$ cat src/rtl/fsgn_pipe_if.sv
// Operand/result handshake bundle for the fsgn_pipe sign-injection pipeline.
// Ports:
//   flush, in_valid, x1, x2, funct, tag, out_ready -- driven by the master
//   in_ready, out_valid, y, y_tag, illegal         -- driven by the block (slave)
interface fsgn_pipe_if;
  logic        flush;
  logic        in_valid;
  logic        in_ready;
  logic [31:0] x1;
  logic [31:0] x2;
  logic [2:0]  funct;
  logic [4:0]  tag;
  logic        out_valid;
  logic        out_ready;
  logic [31:0] y;
  logic [4:0]  y_tag;
  logic        illegal;

  modport master (
    output flush, in_valid, x1, x2, funct, tag, out_ready,
    input  in_ready, out_valid, y, y_tag, illegal
  );

  modport slave (
    input  flush, in_valid, x1, x2, funct, tag, out_ready,
    output in_ready, out_valid, y, y_tag, illegal
  );
endinterface

$ cat src/rtl/fsgn_pipe.sv
// fsgn_pipe: two-stage valid/ready pipeline for the FP sign-injection ops
// (fsgnj, fsgnjn, fsgnjx, fneg, fabs). Only bit 31 of x1 is ever altered.
// Ports:
//   clk  -- rising-edge clock
//   rst  -- synchronous active-high reset
//   bus  -- fsgn_pipe_if.slave: operand beat in, result beat out, flush
module fsgn_pipe (
  input  logic          clk,
  input  logic          rst,
  fsgn_pipe_if.slave    bus
);

  localparam int unsigned DW = 32;
  localparam int unsigned FW = 3;
  localparam int unsigned TW = 5;

  logic          s1_valid;
  logic [DW-1:0] s1_x1;
  logic [DW-1:0] s1_x2;
  logic [FW-1:0] s1_funct;
  logic [TW-1:0] s1_tag;

  logic          s2_valid;
  logic [DW-1:0] y_q;
  logic [TW-1:0] y_tag_q;
  logic          illegal_q;

  logic          s1_adv;
  logic          s2_adv;
  logic          res_sign;
  logic          res_ill;
  logic [DW-1:0] res_y;

  // Stage advance chain; ready is combinational from out_ready.
  assign s2_adv = !s2_valid || bus.out_ready;
  assign s1_adv = !s1_valid || s2_adv;

  // A flush empties both stages, so the block can always take a beat then.
  assign bus.in_ready  = s1_adv || bus.flush;
  assign bus.out_valid = s2_valid;
  assign bus.y         = y_q;
  assign bus.y_tag     = y_tag_q;
  assign bus.illegal   = illegal_q;

  // Sign selection; unknown functs pass x1 through untouched.
  always_comb begin
    res_sign = s1_x1[DW-1];
    res_ill  = 1'b0;
    case (s1_funct)
      3'b000:  res_sign = s1_x2[DW-1];
      3'b001:  res_sign = ~s1_x2[DW-1];
      3'b010:  res_sign = s1_x1[DW-1] ^ s1_x2[DW-1];
      3'b011:  res_sign = ~s1_x1[DW-1];
      3'b100:  res_sign = 1'b0;
      default: res_ill  = 1'b1;
    endcase
    res_y = {res_sign, s1_x1[DW-2:0]};
  end

  // Stage valids: reset beats flush, flush beats advance.
  always_ff @(posedge clk) begin
    if (rst) begin
      s1_valid <= 1'b0;
      s2_valid <= 1'b0;
    end else if (bus.flush) begin
      s1_valid <= 1'b0;
      s2_valid <= 1'b0;
    end else begin
      if (s1_adv) s1_valid <= bus.in_valid;
      if (s2_adv) s2_valid <= s1_valid;
    end
  end

  // Data registers load only when a real beat moves into the stage,
  // so outputs hold steady under backpressure and stay X-free after reset.
  always_ff @(posedge clk) begin
    if (rst) begin
      s1_x1     <= '0;
      s1_x2     <= '0;
      s1_funct  <= '0;
      s1_tag    <= '0;
      y_q       <= '0;
      y_tag_q   <= '0;
      illegal_q <= 1'b0;
    end else if (!bus.flush) begin
      if (s1_adv && bus.in_valid) begin
        s1_x1    <= bus.x1;
        s1_x2    <= bus.x2;
        s1_funct <= bus.funct;
        s1_tag   <= bus.tag;
      end
      if (s2_adv && s1_valid) begin
        y_q       <= res_y;
        y_tag_q   <= s1_tag;
        illegal_q <= res_ill;
      end
    end
  end

endmodule

$ cat src/flat_wrapper.sv
// flat-port wrapper written by rule: the top's interface ports become plain ports
module fsgn_pipe_flat 
  (clk, rst, bus_flush, bus_in_valid, bus_x1, bus_x2, bus_funct, bus_tag, bus_out_ready, bus_in_ready, bus_out_valid, bus_y, bus_y_tag, bus_illegal);
  fsgn_pipe_if bus_i ();
  input  logic clk;
  input  logic rst;
  input wire logic [$bits(bus_i.flush)-1:0] bus_flush;
  input wire logic [$bits(bus_i.in_valid)-1:0] bus_in_valid;
  input wire logic [$bits(bus_i.x1)-1:0] bus_x1;
  input wire logic [$bits(bus_i.x2)-1:0] bus_x2;
  input wire logic [$bits(bus_i.funct)-1:0] bus_funct;
  input wire logic [$bits(bus_i.tag)-1:0] bus_tag;
  input wire logic [$bits(bus_i.out_ready)-1:0] bus_out_ready;
  output wire logic [$bits(bus_i.in_ready)-1:0] bus_in_ready;
  output wire logic [$bits(bus_i.out_valid)-1:0] bus_out_valid;
  output wire logic [$bits(bus_i.y)-1:0] bus_y;
  output wire logic [$bits(bus_i.y_tag)-1:0] bus_y_tag;
  output wire logic [$bits(bus_i.illegal)-1:0] bus_illegal;
  assign bus_i.flush = bus_flush;
  assign bus_i.in_valid = bus_in_valid;
  assign bus_i.x1 = bus_x1;
  assign bus_i.x2 = bus_x2;
  assign bus_i.funct = bus_funct;
  assign bus_i.tag = bus_tag;
  assign bus_i.out_ready = bus_out_ready;
  assign bus_in_ready = bus_i.in_ready;
  assign bus_out_valid = bus_i.out_valid;
  assign bus_y = bus_i.y;
  assign bus_y_tag = bus_i.y_tag;
  assign bus_illegal = bus_i.illegal;
  fsgn_pipe u_core (.clk(clk), .rst(rst), .bus(bus_i));
endmodule
$ cat config.mk
export PLATFORM = sky130hd
export DESIGN_NAME = fsgn_pipe_flat
export DESIGN_NICKNAME = d
export VERILOG_FILES = /design/src/rtl/fsgn_pipe_if.sv /design/src/rtl/fsgn_pipe.sv /design/src/flat_wrapper.sv
export SDC_FILE = /design/constraint.sdc
export NUM_CORES = 1
export LEC_CHECK = 0
export ABC_AREA = 1
export ABC_CLOCK_PERIOD_IN_PS = 1550
export CAP_MARGIN = 20
export CORE_MARGIN = 4
export CORE_UTILIZATION = 43
export DETAILED_ROUTE_END_ITERATION = 10
export GPL_TIMING_DRIVEN = 0
export PLACE_DENSITY = 0.8
export SKIP_LAST_GASP = 1
export SLEW_MARGIN = 20
export SYNTH_ARGS = -nofsm -noshare
export SYNTH_HDL_FRONTEND = slang
export SYNTH_SLANG_ARGS = --single-unit
$ cat constraint.sdc
create_clock -name clk -period 1.55 [get_ports clk]
set_clock_uncertainty 0.1 [all_clocks]
set_input_delay 0.31 -clock clk [delete_from_list [all_inputs] [get_ports clk]]
set_output_delay 0.31 -clock clk [all_outputs]
set_load 0.05 [all_outputs]
### Yosys cells after proc, flatten, opt, wreduce, memory -nomap -nowiden

Index checks and enable logic that the tools add are counted.

| operators by class | value |
|---|---|
| $add $sub $neg | 0 |
| multipliers | 0 |
| divide/modulo/power cells | 0 |
| order comparisons | 0 |
| eq/ne operators | 4 |
| shift operators | 0 |
| muxes and demuxes | 2 |
| bitwise gates (word level) | 4 |
| reduce and logical (&&, ||, !) cells | 12 |

Operator list:

| operator | count |
|---|---|
| 3-bit by 2-bit equality test with 1-bit output, second input constant | 2 |
| 1-bit one-hot mux with 5 select lines | 1 |
| 5-bit OR reduction | 1 |
| 2-bit AND reduction | 2 |
| 3-bit by 1-bit equality test with 1-bit output, second input constant | 1 |
| 3-bit equality test, second input constant | 1 |
| 3-bit logical NOT | 1 |
| 1-bit logical OR | 3 |
| 1-bit inverter | 3 |
| 1-bit logical AND | 2 |
| 1-bit logical NOT | 2 |
| 2-bit OR reduction | 1 |
| 1-bit two-way mux | 1 |
| 1-bit XOR | 1 |

| word-level totals | value |
|---|---|
| flip-flop bits (word level) | 112 |
| bits in latches | 0 |
| RAM bits | 0 |
| bits in read-only memories | 0 |
| input port bits | 77 |
| output and inout bits | 40 |
| memories kept | 0 |

### Depth between registers and ports, before layout

| depth | value |
|---|---|
| word-level depth | 5 |
| gate-level depth with buffers | 8 |
| gate-level depth less buffers | 7 |

### Worst setup path after synthesis

Ideal clock, no wire load.

| timing path | value |
|---|---|
| kind | register to output |
| start | reg u_core.s2_valid (netlist: u_core.bus.out_valid) |
| end | out bus_in_ready |
| data arrival time | 1.223 ns |
| required time | 1.140 ns |
| path slack | -0.083 ns |
| stages on the path, launching flop included | 4 |
| cell sequence | dfxtp_1 > inv_1 > nor2_4 > nand2_1 |

| on the way | value |
|---|---|
| cells in the longest elaborated chain, start to end | 4 |

RTL lines:

| item | line | source |
|---|---|---|
| from (decl) | fsgn_pipe.sv:23 | `logic s2_valid;` |
| from (signal assigned) | fsgn_pipe.sv:70 | `if (s2_adv) s2_valid <= s1_valid;` |
| 1-bit logical NOT | fsgn_pipe.sv:35 | `assign s2_adv = !s2_valid \|\| bus.out_ready;` |
| 1-bit logical OR | fsgn_pipe.sv:35 |  |
| 1-bit logical OR | fsgn_pipe.sv:36 | `assign s1_adv = !s1_valid \|\| s2_adv;` |
| 1-bit logical OR | fsgn_pipe.sv:39 | `assign bus.in_ready = s1_adv \|\| bus.flush;` |
| to (decl) | flat_wrapper.sv:14 | `output wire logic [$bits(bus_i.in_ready)-1:0] bus_in_ready;` |

Every way passes these cells.

### Final worst setup path

| timing path | value |
|---|---|
| start | in bus_out_ready |
| end | out bus_in_ready |

| on the way | value |
|---|---|
| cells in the longest elaborated chain, start to end | 3 |

RTL lines:

| item | line | source |
|---|---|---|
| from (decl) | flat_wrapper.sv:13 | `input wire logic [$bits(bus_i.out_ready)-1:0] bus_out_ready;` |
| 1-bit logical OR | fsgn_pipe.sv:35 |  |
| 1-bit logical OR | fsgn_pipe.sv:36 |  |
| 1-bit logical OR | fsgn_pipe.sv:39 |  |

Every way passes these cells.

==> key figures <==
Route
  – Final WL: 7180 um
  – Routed len/inst: approximately 13 um
  – Via count: between 2k and 3k
  – 1st-iter DRT viols: between 100 and 150
  – Drt first pass iters: 5
  – DRT antenna net count: 0
  – Routed vias/inst: 4.83
  – DRC errors left: 0

Clock tree
  – Hold buffers post-CTS: 0
  – Clock buffer depth: 2
  – H-tree levels: 3
  – Cts bufs inserted: 9
  – Clk pin slew, worst setup/hold paths: around 0.07 ns
  – Root buffer cell: clkbuf_8
  – TritonCTS clock tree: done
  – Skew-Pair Late Insertion Delay: between 0.3 and 0.4 ns
  – Clock Sinks: 81

GRT
  – Remaining Overflow, GRT: 0
  – Initial antenna violation count: 0
  – Vias in the first global route: roughly 2.6k
  – Largest net degree at the start of global routing: 13
  – First-pass GRT wire length: ~12000 um
  – GRT Overall Usage: roughly 18%

Finish
  – Nets@finish: around 550
  – Layout fillers: approximately 570
  – Fraction of layout cells with a size suffix above 1: about 17%
  – Most common cell after layout, fill and taps aside: nor2_1
  – Ant diodes: 0
  – Most frequent cells in the layout: 161 x nor2_1, 80 x dfxtp_1, 67 x o21ai_0
  – Synth-to-Final Area Change: 41.8%

Setup path
  – Setup crit start kind: input port
  – R2R Setup Slk: around 0.09 ns
  – FF-to-FF Start: u_core.bus.out_valid$_SDFFE_PP0P_
  – WS Path Type: input port to output pin
  – R2R Path End: u_core.bus.y[8]$_SDFFE_PP0P_
  – Critical path endpoint category: output pin
  – Worst path required time: 1.14 ns
  – Reg2Reg Depth: 8
  – Worst Path Max Fanout: 4
  – Arrival time worst endpoint: 1.13 ns

Power and ir drop
  – Worst vdd ir: just under 500 uV
  – Gate power share: 12.9%
  – Sw Ratio: about a quarter
  – Power Dens Cells: 1050 nW/um2
  – Internal power: approximately 0.0032 W
  – Total Power: 0.00433 W
  – Clock power share: 35.2%
  – Net Switching: 0.00108 W
  – Seq pwr share: 51.9%
  – Static leakage: about 1.8 nW

STA
  – Period utilisation layout: ~100%
  – Endpoints failing hold: 0
  – Fmax: between 0.6 and 0.7 GHz
  – Fin. max-slew vios: 0
  – RSZ-0062 raised after global routing: true
  – Setup TNS: 0 ns
  – Tmin final: approximately 1.5 ns
  – Hold slack: 0.206 ns
  – Least-Margin Pin Slew: roughly 0.38 ns
  – Setup-failing EPs final: 0
  – Slew HR: 74.4%

Yosys
  – Dominant synthesized flop cell: dfxtp_1
  – Syn Area/Cell: 7.71 um2
  – Syn_nets: about 450
  – Synthesized area: slightly below 3000 um2
  – Synth warn: 0
  – Cell variety after synth: 17
  – Post-synthesis register bit count: 81
  – Async SR Flop Fraction: 0%
  – Number of enable flip-flop cells after synthesis: 0
  – Register area share after synthesis: 56.0%
  – Gate Count Post-Synth: ~380

Hold path
  – Hold endpoint: u_core.bus.out_valid$_SDFFE_PP0P_
  – Hold Path Cell Cnt: 4
  – Hold WC Path Type: input port to flip-flop
  – Hold_sp: bus_flush

Place
  – HPWL Detailed: between 5000 and 6000 um
  – GPL Wtd Cong: between 0.7 and 0.8
  – IO Port Bufs: 85

Floorplan
  – Site row count: 29
  – Initial Util: approximately 45%
  – Core region area: roughly 6500 um2
  – Die area: ~8100 um2
  – Die width: about 90 um
  – # IOs: between 100 and 150
  – Die H: roughly 90 um

Flow run
  – # Max-Cap Violations: 0

Outcome
  – Status: completed
==> sequential cells by signal, indices dropped and copies added, names as in the netlist <==
register / count
u_core.s1_funct: 3
u_core.s1_x2: 1
u_core.s1_x1: 32
u_core.bus.y_tag: 5
u_core.bus.out_valid: 1
u_core.s1_valid: 1
u_core.s1_tag: 5
u_core.bus.y: 32
u_core.bus.illegal: 1
==> through the flow <==
stage | setup WS, ns | utilization, % | cells | area, um2
floorplan | 0.0983 | - | 376 | 2900
global placement | -0.671 | 59.6 | 538 | 3850
detailed placement | -0.683 | 59.6 | 538 | 3850
CTS | -0.0775 | 63.3 | 553 | 4090
global route | -0.0312 | 63.6 | 555 | 4110
finish | 0.00670 | 63.6 | 555 | 4110
==> what timing repair did <==
action	in CTS	in global routing
resized for setup	123	4
buffers inserted	0	2
pin swaps	0	1
endpoints found under the setup margin	40	11
==> routing by layer <==
| layer | up-vias | GRT usage (%) | part of all wire (%) |
|---|---|---|---|
| met1 | 1220 | 22.0 | 45 |
| met4 | 0 | 7.27 | 1.0 |
| met5 | - | 0 | 0 |
| met2 | 73 | 30.0 | 48 |
| li1 | 1381 | - | - |
| met3 | 6 | 4.51 | 5.9 |
==> worst max path at each step <==
stage	from	end	slack, ns	depth (start not counted)
final	bus_out_ready	bus_in_ready	0.007	4
after global routing	bus_out_ready	u_core.bus.y[4]$_SDFFE_PP0P_	-0.03	8
after CTS	bus_flush	bus_in_ready	-0.08	6
after detailed placement	bus_flush	bus_in_ready	-0.68	6
after global placement	bus_flush	bus_in_ready	-0.67	6
after floorplan	u_core.bus.out_valid$_SDFFE_PP0P_	bus_in_ready	0.1	3
==> critical path, cell delays in order <==
cell,delay [ns]
clkdlybuf4s50_1,0.44
nor2_4,0.15
nand2_1,0.08
buf_6,0.15
==> Yosys cell counts, types with 2 or more instances <==
master,n,share of area [%]
o21ai_1,12,2.1
buf_4,2,0.52
a21oi_1,2,0.35
nor2_1,161,21
dfxtp_1,81,56
o21ai_0,67,12
inv_2,2,0.26
nand3_1,4,0.69
clkbuf_1,7,0.91
inv_1,11,1.4
nand2_1,8,1.0
nand2_2,3,0.65
buf_2,11,1.9
nor2_4,2,0.78
==> kinds of logic (layout without fill, tap and decap cells) <==
family / count (synthesis) / after routing / synth area share (%)
and+or+nand+nor: 178 / 178 / 24.0
AOI/OAI and AO/OA: 81 / 81 / 14.0
DFF: 81 / 81 / 56.0
buffers and inverters: 36 / 138 / 6.04
==> area by class of cell <==
cell class | instances | area (um2) | area share [%]
sequential | 81 | 1620 | 39.5
multi-input combinational | 259 | 1100 | 26.8
timing repair buffer | 87 | 918 | 22.3
clock buffer | 12 | 155 | 3.77
buffer | 23 | 128 | 3.11
tap | 77 | 96.3 | 2.34
inverter | 13 | 48.8 | 1.19
clock inverter | 3 | 40.0 | 0.974
==> power groups by stage <==
stage	registers, W	logic (W)	clock network (W)
6_report	0.00225	0.000561	0.00152
5_1_grt	0.00226	0.000621	0.00162
4_1_cts	0.00224	0.000565	0.00155
3_5_place_dp	0.00229	0.000571	0
3_3_place_gp	0.00229	0.000562	0
2_1_floorplan	0.00240	0.000213	0
No activity file was read; power rests on OpenSTA's default activity.
